`config.mk`:
```
export PLATFORM = sky130hd
export DESIGN_NAME = cell_sweep_driver
export DESIGN_NICKNAME = d
export VERILOG_FILES = /design/src/rtl/cell_sweep_driver.sv
export SDC_FILE = /design/constraint.sdc
export NUM_CORES = 1
export LEC_CHECK = 0
export ABC_AREA = 1
export ABC_CLOCK_PERIOD_IN_PS = 2900
export CAP_MARGIN = 0
export CORE_AREA = 4 4 72 101
export CTS_BUF_LIST = sky130_fd_sc_hd__clkbuf_16
export DETAILED_ROUTE_END_ITERATION = 6
export DIE_AREA = 0 0 76 105
export GPL_ROUTABILITY_DRIVEN = 0
export HOLD_SLACK_MARGIN = 0.03
export PLACE_DENSITY_LB_ADDON = 0.3
export SETUP_SLACK_MARGIN = 0.1
export SYNTH_ARGS = -nofsm -noshare
export SYNTH_HDL_FRONTEND = slang
export SYNTH_SLANG_ARGS = --single-unit
```
`constraint.sdc`:
```
create_clock -name clk -period 2.9 [get_ports clk]
set_input_delay 0.29 -clock clk [delete_from_list [all_inputs] [get_ports clk]]
set_output_delay 0.29 -clock clk [all_outputs]
set_load 0.05 [all_outputs]
```
`src/rtl/cell_sweep_driver.sv`:
```
// Exhaustive 64-vector stimulus driver for an OAI222 cell: applies each vector,
// waits SETTLE cycles, samples ZN, compares against the ideal function and tallies errors.
module cell_sweep_driver #(
  parameter int SETTLE = 10
) (
  input  logic       clk,
  input  logic       rst_n,
  input  logic       start,
  input  logic       abort,
  input  logic       zn_in,
  output logic [5:0] in_vec,
  output logic       busy,
  output logic       sample_valid,
  output logic [5:0] sample_vec,
  output logic       sample_zn,
  output logic       mismatch,
  output logic [6:0] err_count,
  output logic       done,
  output logic       pass
);
  typedef enum logic [1:0] {S_IDLE, S_SETTLE, S_SAMPLE, S_DONE} state_t;

  localparam logic [7:0] CNT_LAST = 8'(SETTLE - 1);

  state_t     state_q, state_d;
  logic [7:0] cnt_q, cnt_d;
  logic [5:0] vec_q, vec_d, svec_q, svec_d;
  logic [6:0] err_q, err_d;
  logic       busy_q, busy_d, sv_q, sv_d, szn_q, szn_d;
  logic       mis_q, mis_d, done_q, done_d, pass_q, pass_d;
  logic       golden, zn_bad;

  // Bits 5..0 = A1,A2,B1,B2,C1,C2.
  assign golden = ~((vec_q[5] | vec_q[4]) & (vec_q[3] | vec_q[2]) & (vec_q[1] | vec_q[0]));
  assign zn_bad = zn_in ^ golden;

  always_comb begin
    state_d = state_q;
    cnt_d   = cnt_q;
    vec_d   = vec_q;
    svec_d  = svec_q;
    szn_d   = szn_q;
    err_d   = err_q;
    pass_d  = pass_q;
    sv_d    = 1'b0;
    mis_d   = 1'b0;
    done_d  = 1'b0;
    case (state_q)
      S_IDLE: begin
        if (start && !abort) begin
          state_d = S_SETTLE;
          vec_d   = '0;
          cnt_d   = '0;
          err_d   = '0;
          pass_d  = 1'b0;
        end
      end
      S_SETTLE: begin
        if (abort) begin
          state_d = S_IDLE;
          vec_d   = '0;
        end else begin
          cnt_d = cnt_q + 8'd1;
          if (cnt_q == CNT_LAST) state_d = S_SAMPLE;
        end
      end
      S_SAMPLE: begin
        if (abort) begin
          state_d = S_IDLE;
          vec_d   = '0;
        end else begin
          sv_d   = 1'b1;
          svec_d = vec_q;
          szn_d  = zn_in;
          mis_d  = zn_bad;
          err_d  = err_q + {6'd0, zn_bad};
          if (vec_q == 6'd63) begin
            // Final vector: no wrap, report on the same edge as the last sample.
            state_d = S_DONE;
            done_d  = 1'b1;
            pass_d  = (err_d == 7'd0);
          end else begin
            state_d = S_SETTLE;
            vec_d   = vec_q + 6'd1;
            cnt_d   = '0;
          end
        end
      end
      default: begin
        state_d = S_IDLE;
        vec_d   = '0;
      end
    endcase
    busy_d = (state_d == S_SETTLE) || (state_d == S_SAMPLE);
  end

  always_ff @(posedge clk or negedge rst_n) begin
    if (!rst_n) begin
      state_q <= S_IDLE;
      cnt_q   <= '0;
      vec_q   <= '0;
      svec_q  <= '0;
      szn_q   <= 1'b0;
      err_q   <= '0;
      busy_q  <= 1'b0;
      sv_q    <= 1'b0;
      mis_q   <= 1'b0;
      done_q  <= 1'b0;
      pass_q  <= 1'b0;
    end else begin
      state_q <= state_d;
      cnt_q   <= cnt_d;
      vec_q   <= vec_d;
      svec_q  <= svec_d;
      szn_q   <= szn_d;
      err_q   <= err_d;
      busy_q  <= busy_d;
      sv_q    <= sv_d;
      mis_q   <= mis_d;
      done_q  <= done_d;
      pass_q  <= pass_d;
    end
  end

  assign in_vec       = vec_q;
  assign busy         = busy_q;
  assign sample_valid = sv_q;
  assign sample_vec   = svec_q;
  assign sample_zn    = szn_q;
  assign mismatch     = mis_q;
  assign err_count    = err_q;
  assign done         = done_q;
  assign pass         = pass_q;
endmodule

```
==> reports/metrics.yaml <==
sw_frac_of_total_pct: 24.0
finalCritPeriodShare_pct: 75.1
cts_resized: 0
fin_nets: 282
fin_util_pct: 37.0
die_y_um: 105
slew_headroom_pct: 46.1
worst-r2r-cell-count: 14
fp.dieW_um: 76
dp_hpwl_um: 3250
pin_count: 30
p_int_w: 0.000834
grt_max_degree: 36
clkPwrFrac_pct: 46.5
r2r_end: "pass"
rsz0062_at_grt: "no"
syn_avg_cell_area_um2: 7.93
ctsHoldBuffers: 0
status: "completed"
area_delta_synth_final_pct: 27.4
synth_seq_area_share_pct: 46.8
ys.flop_type: "dfrtp_1"
ys_async_sr_fraction_pct: 100
synthCells: 236
post_cts_buffers: 0
cp_max_fo: 6
syn-num-nets: 247
crit_type: "flop to flop"
synth_edf_count: 0
worstSetupEndpointType: "flop"
cts_tree: "yes"
vias: 1589
final_cell_mix: "nand2_1 (67), dfrtp_1 (35), inv_1 (32), clkdlybuf4s50_1 (28), o21ai_0 (22)"
ys_warn_count: 0
critPathArrivalTime_ps: 2390
drc: 0
first_pass_iters: 4
vias_per_cell: 4.59
sequentialPowerShare_pct: 46.4
cp-start-kind: "flop"
drt_iter0_drc: 82
antenna_cells: 0
grt_usage_pct: 11.4
grt_pass1_vias: 1602
cts.path.max_buffers: 2
synth_area_um2: 1870
synth.largest_area_cell: "dfrtp_1"
yosys-top-cells-area: "dfrtp_1 (47%), nand2_1 (13%), inv_1 (6.4%), o21ai_0 (5.9%), nand3_1 (5.1%)"
path_clk_slew_ps: 60
setup_viol: 0
clkSinkCount: 35
max_cap_viol_count: 0
hp-class: "primary input to asynchronous set/reset pin"
rrSetupSlack_ps: 720
numCtsBuffers: 5
wl_per_cell_um: 12.5
rows: 35
hold_viol_final: 0
worstSkewPairLatency_ps: 270
drv_slew: 0
synth-seq-cells: 35
p_sw_w: 0.000263
antenna_found_initial: 0
yosysTopAreaCellShare_pct: 46.8
drive_gt1_share_pct: 8.82
peakVddDrop_uv: 183
combPwrFrac_pct: 7.1
tns_ps: 0
grt_pass1_wl_um: 7470
r2r_start: "in_vec[0]"
initial_utilization_pct: 29.1
die-area_um2: 7980
tightest_slew_ps: 809
gr-total-overflow: 0
skew_ps: 1.67
p_leak_nw: 1.15
crit_required_ps: 3110
fin_crit_ps: 2180
mostFrequentLayoutCell: "nand2_1"
cts_htree_levels: 2
drtAntennaViolNets: 0
portBuffers: 29
fmax_mhz: 459
synth_cell_types: 27
core_um2: 6440
clock-root-buffer: "clkbuf_16"
pwr_density_cell_nw_per_um2: 460
routed_wl_um: 4320
[worst max-delay path by stage]
stage,from,endpoint,slack [ps],cells after the start
CTS,in_vec[0],pass,700,14
finish,in_vec[0],pass,720,14
detailed placement,in_vec[0],pass,700,14
floorplan,in_vec[0],pass,480,14
global placement,in_vec[0],pass,770,14
global route,in_vec[0],pass,410,14
[power groups by stage]
stage | clock (W) | combinational [W] | sequential [W]
after global routing | 0.000547 | 0.0000915 | 0.000511
after CTS | 0.000522 | 0.0000804 | 0.000509
final | 0.000510 | 0.0000778 | 0.000509
after global placement | 0 | 0.0000773 | 0.000517
after floorplan | 0 | 0.0000431 | 0.000520
after detailed placement | 0 | 0.0000794 | 0.000518
[state kept, by name (all words and copies together), names as in the netlist]
register,cells
err_count,7
sample_zn,1
cnt_q,8
busy,1
done,1
sample_valid,1
state_q,2
mismatch,1
pass,1
sample_vec,6
in_vec,6
[per-layer routing]
layer  wire, um  vias up  global-route usage, %
li1           -      823                      -
met1       1940      734                   13.8
met2       2160       27                   19.3
met3        171        5                   3.02
met4         52        0                   3.94
met5          0        -                      0
[per-stage QoR]
stage,hold slack (ps),setup WS (ps),power (W),cells,area (um2)
CTS,144,697,0.00111,346,2380
finish,109,722,0.00110,346,2380
floorplan,-5.59,482,0.000563,236,1870
detailed placement,432,697,0.000598,338,2240
global placement,428,775,0.000595,338,2240
global route,178,406,0.00115,346,2380
[synth_stat cells, types with 2 or more instances]
| cell | instances |
|---|---|
| inv_2 | 2 |
| xor2_1 | 4 |
| nand3_1 | 19 |
| nand2_1 | 67 |
| o22ai_1 | 2 |
| nand2_4 | 2 |
| o21ai_0 | 22 |
| nand4_1 | 6 |
| inv_1 | 32 |
| dfrtp_1 | 35 |
| o21ai_2 | 3 |
| nor2_1 | 17 |
| o21ai_1 | 2 |
| ha_1 | 6 |
| nor2_4 | 3 |
| a21oi_1 | 2 |
| nor3_1 | 2 |
[cell type report]
type / count / area, um2
clock inverter: 3 / 15.0
sequential: 35 / 876
multi-input combinational: 164 / 847
timing repair buffer: 29 / 285
tap: 74 / 92.6
inverter: 36 / 143
fill: 660 / 4050
clock buffer: 5 / 125
[worst max-delay path: stages (launching register included)]
cell     delay [ps]
dfrtp_1         420
inv_1           120
ha_1            210
a21oi_1         100
o21ai_0         120
xor2_1          230
ha_1            210
nand2_1         100
nor2_2          210
nand2_1          70
nand2_1          60
nand2_1          60
nor2_1           90
nand3_1          70
nand2_1          50
[cell families after synthesis]
logic type	Yosys count	share of synthesized area (%)
compound gates	34	10.3
xor+xnor	4	1.87
fa+ha+maj	6	4.01
buf+inv	37	7.89
flops	35	46.8
simple gates	120	29.1
(Power assumes the default switching activity.)
